$ cat src/rtl/fetch_pkg.sv
// Shared types and constants for the instruction fetch stage.
package fetch_pkg;

  localparam int XLEN = 32;
  localparam logic [XLEN-1:0] RESET_PC_DEFAULT = 32'h0;

  // One fetched instruction together with the address it came from
  typedef struct packed {
    logic [XLEN-1:0] pc;
    logic [XLEN-1:0] instr;
  } fetch_entry_t;

  // Fetch addresses are always word aligned; the low two bits are dropped
  function automatic logic [XLEN-1:0] align_word(input logic [XLEN-1:0] addr);
    return {addr[XLEN-1:2], 2'b00};
  endfunction

endpackage

$ cat src/rtl/fetch_fifo.sv
// Small synchronous FIFO of {pc, instr} pairs between the memory response
// path and the decoder. Flush wins over push and pop in the same cycle.
module fetch_fifo
  import fetch_pkg::*;
#(
  parameter int DEPTH = 4,
  localparam int AW = $clog2(DEPTH),
  localparam int CW = AW + 1
) (
  input  logic          clk,
  input  logic          reset,
  input  logic          push,
  input  fetch_entry_t  push_data,
  input  logic          pop,
  input  logic          flush,
  output fetch_entry_t  head,
  output logic [CW-1:0] count,
  output logic          empty,
  output logic          full
);

  localparam logic [CW-1:0] CNT_ONE  = CW'(1);
  localparam logic [CW-1:0] CNT_FULL = CW'(DEPTH);
  localparam logic [AW-1:0] PTR_ONE  = AW'(1);

  logic [AW-1:0] wr_ptr_reg, wr_ptr_next;
  logic [AW-1:0] rd_ptr_reg, rd_ptr_next;
  logic [CW-1:0] count_reg, count_next;
  logic          wr_en;
  logic          rd_en;
  fetch_entry_t  slot [DEPTH];

  assign empty = (count_reg == '0);
  assign full  = (count_reg == CNT_FULL);
  assign count = count_reg;
  assign head  = slot[rd_ptr_reg];

  // A flushed cycle neither stores nor removes anything
  assign wr_en = push & ~full & ~flush;
  assign rd_en = pop & ~empty & ~flush;

  // Storage slots are reset so the head reads as zero straight out of reset
  generate
    for (genvar gi = 0; gi < DEPTH; gi++) begin : g_slot
      fetch_entry_t entry_reg;

      // Capture the pushed pair when the write pointer lands on this slot
      always_ff @(posedge clk or negedge reset) begin
        if (!reset) begin
          entry_reg <= '0;
        end else if (wr_en && (wr_ptr_reg == AW'(gi))) begin
          entry_reg <= push_data;
        end
      end

      assign slot[gi] = entry_reg;
    end
  endgenerate

  // Pointer and occupancy update; flush empties the queue outright
  always_comb begin
    wr_ptr_next = wr_ptr_reg;
    rd_ptr_next = rd_ptr_reg;
    count_next  = count_reg;
    if (flush) begin
      wr_ptr_next = '0;
      rd_ptr_next = '0;
      count_next  = '0;
    end else begin
      if (wr_en) wr_ptr_next = wr_ptr_reg + PTR_ONE;
      if (rd_en) rd_ptr_next = rd_ptr_reg + PTR_ONE;
      if (wr_en && !rd_en) begin
        count_next = count_reg + CNT_ONE;
      end else if (!wr_en && rd_en) begin
        count_next = count_reg - CNT_ONE;
      end
    end
  end

  // Pointer and count registers
  always_ff @(posedge clk or negedge reset) begin
    if (!reset) begin
      wr_ptr_reg <= '0;
      rd_ptr_reg <= '0;
      count_reg  <= '0;
    end else begin
      wr_ptr_reg <= wr_ptr_next;
      rd_ptr_reg <= rd_ptr_next;
      count_reg  <= count_next;
    end
  end

endmodule

$ cat src/rtl/fetch_unit.sv
// Instruction fetch stage: issues pipelined word requests to a
// variable-latency memory, queues the returned words with their PCs and
// hands them to the decoder. Redirects flush everything older.
module fetch_unit
  import fetch_pkg::*;
#(
  parameter int              DEPTH    = 4,
  parameter logic [XLEN-1:0] RESET_PC = RESET_PC_DEFAULT
) (
  input  logic            clk,
  input  logic            reset,
  output logic            imem_req,
  output logic [XLEN-1:0] imem_addr,
  input  logic            imem_gnt,
  input  logic            imem_rvalid,
  input  logic [XLEN-1:0] imem_rdata,
  output logic            instr_valid,
  output logic [XLEN-1:0] instr,
  output logic [XLEN-1:0] instr_pc,
  input  logic            instr_ready,
  input  logic            redirect,
  input  logic [XLEN-1:0] redirect_pc
);

  localparam int CW = $clog2(DEPTH) + 1;
  localparam logic [CW-1:0] CNT_ONE    = CW'(1);
  localparam logic [CW:0]   CREDIT_MAX = (CW + 1)'(DEPTH);
  localparam logic [XLEN-1:0] PC_STEP  = XLEN'(4);

  logic            run_reg;
  logic [XLEN-1:0] fetch_pc_reg, fetch_pc_next;
  logic [XLEN-1:0] resp_pc_reg, resp_pc_next;
  logic [CW-1:0]   outstanding_reg, outstanding_next;
  logic [CW-1:0]   discard_reg, discard_next;

  logic [CW-1:0]   fifo_count;
  logic            fifo_empty;
  logic            fifo_full;
  logic            fifo_push;
  logic            fifo_pop;
  fetch_entry_t    fifo_head;
  fetch_entry_t    push_entry;
  logic [CW:0]     credit_used;
  logic            gnt_fire;
  logic [XLEN-1:0] redirect_target;

  // Every in-flight request may still land in the FIFO, so queued entries
  // plus outstanding requests must never exceed its depth
  assign credit_used     = {1'b0, outstanding_reg} + {1'b0, fifo_count};
  assign imem_req        = run_reg & ~redirect & (credit_used < CREDIT_MAX);
  assign imem_addr       = fetch_pc_reg;
  assign gnt_fire        = imem_req & imem_gnt;
  assign redirect_target = align_word(redirect_pc);

  // Responses are kept only when no stale ones remain ahead of them
  assign fifo_push        = imem_rvalid & (discard_reg == '0) & ~redirect;
  assign fifo_pop         = instr_ready & ~redirect;
  assign push_entry.pc    = resp_pc_reg;
  assign push_entry.instr = imem_rdata;

  assign instr_valid = ~fifo_empty;
  assign instr       = fifo_head.instr;
  assign instr_pc    = fifo_head.pc;

  fetch_fifo #(
    .DEPTH (DEPTH)
  ) u_fifo (
    .clk       (clk),
    .reset     (reset),
    .push      (fifo_push),
    .push_data (push_entry),
    .pop       (fifo_pop),
    .flush     (redirect),
    .head      (fifo_head),
    .count     (fifo_count),
    .empty     (fifo_empty),
    .full      (fifo_full)
  );

  // PC and in-flight bookkeeping; a redirect overrides every other event
  always_comb begin
    fetch_pc_next    = fetch_pc_reg;
    resp_pc_next     = resp_pc_reg;
    outstanding_next = outstanding_reg;
    discard_next     = discard_reg;
    if (redirect) begin
      fetch_pc_next    = redirect_target;
      resp_pc_next     = redirect_target;
      // No grant is possible this cycle; whatever is still in flight after
      // a same-cycle response (stale or not) belongs to the old stream
      outstanding_next = outstanding_reg - CW'(imem_rvalid);
      discard_next     = outstanding_reg - CW'(imem_rvalid);
    end else begin
      if (gnt_fire) fetch_pc_next = fetch_pc_reg + PC_STEP;
      if (gnt_fire && !imem_rvalid) begin
        outstanding_next = outstanding_reg + CNT_ONE;
      end else if (!gnt_fire && imem_rvalid) begin
        outstanding_next = outstanding_reg - CNT_ONE;
      end
      if (imem_rvalid) begin
        if (discard_reg != '0) begin
          discard_next = discard_reg - CNT_ONE;
        end else begin
          resp_pc_next = resp_pc_reg + PC_STEP;
        end
      end
    end
  end

  // Fetch state registers; run_reg holds requests off until the first edge after reset
  always_ff @(posedge clk or negedge reset) begin
    if (!reset) begin
      run_reg         <= 1'b0;
      fetch_pc_reg    <= RESET_PC;
      resp_pc_reg     <= RESET_PC;
      outstanding_reg <= '0;
      discard_reg     <= '0;
    end else begin
      run_reg         <= 1'b1;
      fetch_pc_reg    <= fetch_pc_next;
      resp_pc_reg     <= resp_pc_next;
      outstanding_reg <= outstanding_next;
      discard_reg     <= discard_next;
    end
  end

  // Protocol guards: no response without a request, no push into a full queue
  always_ff @(posedge clk) begin
    if (reset && imem_rvalid) begin
      assert (outstanding_reg != '0);
    end
    if (reset && fifo_push) begin
      assert (!fifo_full);
    end
  end

endmodule
$ cat config.mk
export PLATFORM = sky130hd
export DESIGN_NAME = fetch_unit
export DESIGN_NICKNAME = d
export VERILOG_FILES = /design/src/rtl/fetch_pkg.sv /design/src/rtl/fetch_fifo.sv /design/src/rtl/fetch_unit.sv
export SDC_FILE = /design/constraint.sdc
export NUM_CORES = 1
export LEC_CHECK = 0
export ABC_AREA = 1
export BUFFER_PORTS_ARGS = -buffer_cell sky130_fd_sc_hd__buf_2
export CAP_MARGIN = 0
export CELL_PAD_IN_SITES_DETAIL_PLACEMENT = 1
export CELL_PAD_IN_SITES_GLOBAL_PLACEMENT = 1
export CORE_MARGIN = 2
export CORE_UTILIZATION = 46
export DETAILED_ROUTE_END_ITERATION = 8
export PLACE_DENSITY = 0.88
export SETUP_SLACK_MARGIN = 0.3
export SKIP_CTS_REPAIR_TIMING = 1
export SLEW_MARGIN = 15
export SYNTH_ARGS = -nofsm -noshare
export SYNTH_HDL_FRONTEND = slang
export SYNTH_SLANG_ARGS = --single-unit
$ cat constraint.sdc
create_clock -name clk -period 2.4 [get_ports clk]
set_input_delay 0.24 -clock clk [delete_from_list [all_inputs] [get_ports clk]]
set_output_delay 0.24 -clock clk [all_outputs]
set_load 0.03 [all_outputs]
Word-level counts from Yosys, hierarchy flattened. Index checks and enable logic that the tools add are counted.

Flip-flop bits (word level): 334. Word-level logic and storage cells: 94.

Multiplexer cells: 21. Reductions and logical operators: 25. Equality and inequality tests: 5. Bitwise gates (word level): 14. Order comparisons: 2. Add/subtract/negate cells: 11.

Operators with widths (number): 32-bit two-way mux (5); 64-bit binary-select mux with 2-bit select (1); 64-bit two-way mux (2); 32-bit by 3-bit adder with 32-bit output (second input constant) (2); 3-bit two-way mux (9); 1-bit AND (10); 2-bit nonzero test (5); 3-bit nonzero test (3); 3-bit by 1-bit subtractor with 3-bit output (second input constant) (3); 1-bit logical AND (8); 2-bit two-way mux (4); 3-bit by 1-bit adder with 3-bit output (second input constant) (2); 3-bit zero test (2); 2-bit by 1-bit adder with 2-bit output (second input constant) (2); 3-bit by 3-bit adder with 4-bit output (1); 2-bit == test (second input constant) (2); 1-bit zero test (4); 4-bit by 3-bit less-than comparator with 1-bit output (second input constant) (1); 2-bit AND reduction (2); 3-bit == test (second input constant) (1); 3-bit >= comparator (second input constant) (1); 1-bit NOT (3); 2-bit NOT with 3-bit output (1); 3-bit by 1-bit subtractor with 3-bit output (1); 3 further kinds (3).

Logic depth before layout (Yosys ltp). Gate-level depths: netlist of run 1.

Word-level depth: 10. Mapped depth: 11.

Hierarchy. From an unflattened synthesis of run 1, not the netlist that was laid out.

Cell total of the unflattened synthesis: 2056. Area total of the unflattened synthesis: 16910.0 um^2.

By module, submodules not included: fetch_fifo (times used 1, sequential area each 6581.3 um^2, area an instance 12080.3 um^2, cells an instance 1315); fetch_unit (times used 1, sequential area each 1676.6 um^2, area an instance 4829.6 um^2, cells an instance 741).

Worst setup path before layout of run 1. No wires, ideal clock.

Path kind: register to register. From: reg outstanding_reg[1]. To: reg outstanding_reg[2]. Path buffers: 0. Setup time: 0.124 ns. Slack: 0.041 ns. Arrival: 2.235 ns. Stages on the path, launching flop included: 11. Data required time: 2.276 ns. Path through: dfrtp_1 > ha_1 > nand3_1 > nand2_1 > nor2_2 > nand3_1 > fa_1 > xnor2_1 > nand4_1 > nand3_1 > a21oi_1.

Word-level cells in the longest chain between the ends: 7.

RTL lines: from (decl) (line fetch_unit.sv:33) `logic [CW-1:0] outstanding_reg, outstanding_next;`; from (signal assigned) (line fetch_unit.sv:122) `outstanding_reg <= outstanding_next;`; 3-bit by 3-bit adder with 4-bit output * (line fetch_unit.sv:49) `assign credit_used = {1'b0, outstanding_reg} + {1'b0, fifo_count};`; 4-bit by 3-bit less-than comparator with 1-bit output * (line fetch_unit.sv:50) `assign imem_req = run_reg & ~redirect & (credit_used < CREDIT_MAX);`; 1-bit AND * (line fetch_unit.sv:50); via imem_req (line fetch_unit.sv:12) `output logic imem_req,`; 1-bit AND * (line fetch_unit.sv:52) `assign gnt_fire = imem_req & imem_gnt;`; 1-bit logical AND / 1-bit zero test (equally long branches) (line fetch_unit.sv:95, fetch_unit.sv:97); 3-bit two-way mux / 1-bit logical AND (equally long branches) (line fetch_unit.sv:95, fetch_unit.sv:97); 3-bit two-way mux / 3-bit nonzero test (equally long branches).

Mark *: on every way through the listed nets, which the timed path passes. The rest lies on a longest branch. The select of a mux whose other input is x is not followed. A chain may end at the register's enable or synchronous reset.

Worst setup path in the final report of run 1.
From: reg u_fifo.rd_ptr_reg[0]. To: out instr_pc[3].

Word-level cells in the longest chain between the ends: 4.

RTL lines: from (decl) (line fetch_fifo.sv:27) `logic [AW-1:0] rd_ptr_reg, rd_ptr_next;`; from (signal assigned) (line fetch_fifo.sv:88) `rd_ptr_reg <= rd_ptr_next;`; 2-bit NOT with 3-bit output (implied by the code) (line fetch_fifo.sv:36) `assign head = slot[rd_ptr_reg];`; 64-bit binary-select mux with 2-bit select (line fetch_fifo.sv:36); 64-bit two-way mux (implied by the code) (2 in series) (line fetch_fifo.sv:36); to (decl) (line fetch_unit.sv:19) `output logic [XLEN-1:0] instr_pc,`.

Every way passes these cells. The select of a mux whose other input is x is not followed.

==> results of run 1 <==
## synth_stat cells, types with 3 or more instances
cell / count
a21oi_1: 18
a31oi_1: 3
buf_2: 24
buf_4: 14
buf_6: 16
clkbuf_1: 47
clkbuf_2: 3
clkinv_1: 3
dfrtp_1: 322
ha_1: 12
inv_1: 87
mux2_1: 62
mux2_2: 118
nand2_1: 361
nand3_1: 72
nand3b_1: 8
nand4_1: 18
nor2_1: 216
nor2_8: 5
nor3_1: 5
o211ai_1: 13
o21a_1: 68
o21ai_0: 155
o22ai_1: 63
xnor2_1: 5
xor2_1: 18
## final timing paths
path                                                startpoint                              to  cells past startpoint
worst min-delay path                            imem_rdata[26]  u_fifo.g_slot[2].entry_reg[26]                      2
worst max register to register                  discard_reg[0]  u_fifo.g_slot[2].entry_reg[53]                      8
max in group asynchronous                                reset  u_fifo.g_slot[3].entry_reg[20]                      3
min in group asynchronous                                reset  u_fifo.g_slot[0].entry_reg[30]                      2
worst min register to register  u_fifo.g_slot[0].entry_reg[35]  u_fifo.g_slot[0].entry_reg[35]                      1
worst max-delay path                      u_fifo.rd_ptr_reg[0]                     instr_pc[3]                      5
## final cells by class
type	instances	area [um^2]	area share, %
Inverter	91	358	1.81
Sequential cell	322	8070	40.8
Clock inverter	12	106	0.538
Clock buffer	51	1040	5.25
Multi-Input combinational cell	1248	7440	37.6
Tap cell	455	569	2.88
Timing Repair inverter	2	13.8	0.0696
Timing Repair Buffer	251	2180	11.0
## cell families (layout without fill, tap and decap cells)
family                     count (synthesis)  after routing  synth area share, %
and+or+nand+nor                          698            698                 18.0
AOI/OAI and AO/OA                        328            328                 11.9
DFF                                      322            322                 49.4
buffers and inverters                    197            407                 5.80
muxes                                    180            180                 12.4
xor gates and xnor gates                  23             23                 1.23
adders and majority gates                 14             14                 1.17
other                                      2              5               0.0460
## per-stage QoR
stage | hold WS, ps | TNS, ps | util (%) | area, um^2 | worst slack (ps)
global route | -9.88 | 0 | 57.0 | 19800 | 61.1
global placement | 330 | 0 | 51.0 | 17700 | 297
CTS | -212 | -2120 | 54.3 | 18800 | -156
floorplan | -55.6 | 0 | - | 16300 | 277
finish | -17.5 | 0 | 57.0 | 19800 | 66.0
detailed placement | 342 | 0 | 51.0 | 17700 | 228
## worst max-delay path: stages, from the launching register on
cell and delay, ps:
dfrtp_4 520, buf_4 190, clkbuf_16 190, nor2_1 80, o22ai_1 250, buf_2 320
## report_power, final
group          switching, W  internal [W]  leakage [nW]
sequential          0.00152       0.00706          4.14
clock               0.00236       0.00313         0.567
combinational       0.00577       0.00345          4.76
## layout by cell type (no fill, tap or decap), types with 8 or more instances in the layout
cell type        n
nand3_1         71
buf_4           65
o211ai_1        13
o21ai_0        117
nand3b_1         8
nor2_2          13
inv_1           87
xor2_1          18
clkbuf_8         8
o21a_1          68
buf_12          24
mux2_2         118
dfrtp_1        317
buf_2          115
o21ai_1         35
ha_1            12
dlygate4sd3_1   20
a21oi_1         18
nand4_1         18
nor2_1         204
clkbuf_16       43
o22ai_1         56
mux2_1          62
nand2_1        361
## layer usage
layer	global-route usage (%)	vias up	share of wire, %
met5	0	-	0
met4	12.2	0	5.6
met3	4.75	252	7.5
met2	49.9	791	49
met1	35.4	7427	38
li1	-	6299	-
==> impl_metrics.yaml, run 1 <==
run_status:
  outcome: "complete, but fails checks"
  failed_checks: "negative hold slack"
synthesis:
  yosys_warnings: 0
  syn_inst: 1764
  async_reset_ff_share_pct: 100
  synth_area_leaders: "dfrtp_1, nand2_1, mux2_2, nor2_1, o21ai_0"
  synth.avg_cell_area_um2: 9.25
  synth_top_cell_by_area: "dfrtp_1"
  synth_top_area_share_pct: 49.4
  syn-cell-area_um2: 16300
  synth_ff_type: "dfrtp_1"
  synth_cell_types: 45
  synth-edff-count: 0
  synth-seq-cells: 322
  ys_seq_area_share_pct: 49.4
grt:
  grt_pass1_vias: 15100
  grt_pass1_wl_mm: 82.9
  grt_use_total_pct: 28.7
  antenna_found_initial: 0
  grt_max_degree: 92
  overflow: 0
sta:
  maxSlewViolCount: 0
  setup_viol: 0
  worstMarginPinSlew_ps: 845
  fmax_mhz: 428
  fin_crit_ps: 2330
  finalHoldViolations: 4
  rsz0062_at_grt: "yes"
  period_share_pct: 97.3
  relSlewSlack_pct: 43.7
  skew_ps: 38.7
  whs_ps: -17.5
clock_tree:
  clockBufferDepth: 3
  clkTransAtPathRegs_ps: 60
  clk_latency_ps: 550
  cts_tree: "built"
  cts-root-buf: "clkbuf_16"
  htree_levels: 2
  numCtsBuffers: 36
  cts_sinks: 322
route:
  totalWireLength_mm: 61.5
  antenna_left: 0
  wl_per_cell_um: 25.3
  dr.pass1.iters: 5
  drcViolationCount: 0
  drt_iter0_drc: 1152
  vias_per_cell: 6.07
  num_vias: 14800
pwr:
  p_leak_nw: 9.47
  ir_drop_mv: 0.643
  total_power_w: 0.0233
  p_per_area_nw_per_um2: 1180
finish:
  diodes: 0
  stdcell_count: 2432
  drive_above_1_share_pct: 23.2
  area_delta_synth_final_pct: 21.2
  fillers: 3884
  finalNetCount: 2036
  largest_register_ff_count: 248
die:
  die_area_um2: 37000
  core_area_um2: 34700
  fp.dieW_um: 192
  row_count: 68
  pin_count: 168
  dieHeight_um: 192
  initial_core_util_pct: 47.0
critical_path:
  cp-end-kind: "primary output"
  critical_path.max_fanout: 16
  crit_type: "flip-flop to primary output"
  arrival_ps: 2090
  critical_path.startpoint_type: "flip-flop"
  ff2ff_setup_slack_ps: 260
  cp_data_required_time_ps: 2160
job:
  drv_cap: 0
placement:
  placed_cells: 2319
  dp_hpwl_mm: 34.7
  gp_congestion: 0.884
  portBuffers: 161
hold_path:
  hp-class: "input port to flip-flop"
Power figures use the tool's default switching activity.
==> inputs of run 2 (changes only) <==
==> constraint.sdc (replaced) <==
create_clock -name clk -period 2.34 [get_ports clk]
set_input_delay 0.234 -clock clk [delete_from_list [all_inputs] [get_ports clk]]
set_output_delay 0.234 -clock clk [all_outputs]
set_load 0.03 [all_outputs]
==> impl_metrics.yaml, run 2 (same netlist as run 1, synthesis figures left out) <==
run_status:
  outcome: "complete, but fails checks"
  failed_checks: "negative hold slack, negative setup slack"
pwr:
  clockPowerShare_pct: 23.8
  switching_share_pct: 42.1
  switchingPower_w: 0.0104
  p_per_area_nw_per_um2: 1210
  p_int_w: 0.0143
  p_comb_share_pct: 40.2
  ir_drop_mv: 0.716
  seq_power_share_pct: 35.9
  total_power_w: 0.0247
  p_leak_nw: 9.68
sta:
  fmax_mhz: 405
  period_share_pct: 106
  maxSlewViolCount: 0
  fin_crit_ps: 2470
  whs_ps: -21.6
  setup_slack_ps: -129
  rsz0062_at_grt: "yes"
  setup_tns_ps: -640
  setup_viol: 11
  finalHoldViolations: 7
  worstMarginPinSlew_ps: 617
  relSlewSlack_pct: 58.6
  skew_ps: 23.7
grt:
  met3_usage_pct: 3.82
  antenna_found_initial: 1
  top_usage_layer: "met2"
  use_met2_pct: 48.1
  overflow: 0
  grt_pass1_vias: 14800
  grt_use_total_pct: 27.7
  grt_max_degree: 75
  grt_pass1_wl_mm: 80.4
  grt_use_met1_pct: 35.5
route:
  wl_per_cell_um: 26.7
  antenna_left: 0
  num_vias: 15200
  vias_per_cell: 6.16
  totalWireLength_mm: 65.9
  drcViolationCount: 0
  drt_iter0_drc: 1139
  dr.pass1.iters: 5
die:
  die_area_um2: 37000
  dieHeight_um: 192
  initial_core_util_pct: 47.0
  fp.dieW_um: 192
  pin_count: 168
  row_count: 68
  core_area_um2: 34700
clock_tree:
  cts_tree: "built"
  cts_sinks: 322
  numCtsBuffers: 37
  clockBufferDepth: 3
  htree_levels: 2
  clk_latency_ps: 560
  clkTransAtPathRegs_ps: 60
  cts-root-buf: "clkbuf_16"
placement:
  gp_congestion: 0.904
  dp_hpwl_mm: 32.6
  portBuffers: 161
  pre_cts_slack_ps: 115
  placed_cell_area_um2: 17600
finish:
  layout_common_cells: "nand2_1, dfrtp_1, nor2_1"
  drive_above_1_share_pct: 25.2
  stdcell_area_um2: 20300
  largest_register_ff_count: 248
  finalNetCount: 2068
  final_common_cell: "nand2_1"
  area_delta_synth_final_pct: 24.6
critical_path:
  r2r_cells: 9
  arrival_ps: 2240
  ff2ff_setup_slack_ps: 210
  crit_type: "flip-flop to primary output"
  critical_path.startpoint_type: "flip-flop"
  crit_start: "u_fifo.rd_ptr_reg[1]"
  critical_path.max_fanout: 19
  crit_end: "instr[2]"
  cp-end-kind: "primary output"
  reg2reg_to: "resp_pc_reg[24]"
  cp_data_required_time_ps: 2110
  r2r_start: "resp_pc_reg[13]"
hold_path:
  hp-start: "instr_ready"
  hp-class: "input port to flip-flop"
job:
  drv_cap: 0
run 2: worst max-delay path, stage by stage, from the launching register on:
cell,delay (ps)
dfrtp_4,530
clkinvlp_4,210
buf_12,200
o21ai_0,130
o22ai_1,350
buf_4,240
run 2: power groups by stage:
stage / Combinational (W) / Sequential (W) / Clock (W)
2_1_floorplan: 0.00549 / 0.00818 / 0
3_5_place_dp: 0.00778 / 0.00854 / 0
4_1_cts: 0.00797 / 0.00852 / 0.00579
5_1_grt: 0.0104 / 0.00896 / 0.00614
3_3_place_gp: 0.00746 / 0.00836 / 0
6_report: 0.00992 / 0.00886 / 0.00588
run 2: area by class of cell:
class	instances	area, um^2
well taps	455	569
inverters	91	365
multi-input cells	1248	7630
repair inverters	2	15.0
clock buffers	54	1070
diodes	1	2.50
clock inverters	10	104
flip-flops and latches	322	8070
repair buffers	282	2500
fillers	3801	14400
run 2: layer usage:
layer  share of wire (%)  routed length (um)
met4                 6.6                4340
met1                  38               25000
met2                  49               32000
met5                   0                   0
met3                 6.9                4570
run 2: how the worst min path moves through the flow:
stage,to,slack (ps),cells past startpoint
floorplan,discard_reg[0],-60,0
global placement,u_fifo.g_slot[3].entry_reg[25],230,1
detailed placement,u_fifo.g_slot[3].entry_reg[27],250,1
CTS,u_fifo.g_slot[3].entry_reg[27],-330,1
global route,u_fifo.g_slot[0].entry_reg[23],-6,2
finish,u_fifo.rd_ptr_reg[0],-20,3
run 2: stage by stage:
step | cells | util, % | hold slack [ps]
after CTS | 2374 | 54.1 | -333
after detailed placement | 2310 | 50.8 | 248
final | 2465 | 58.6 | -21.6
after global placement | 2310 | 50.8 | 235
after global routing | 2464 | 58.5 | -6.13
after floorplan | 1767 | - | -61.6
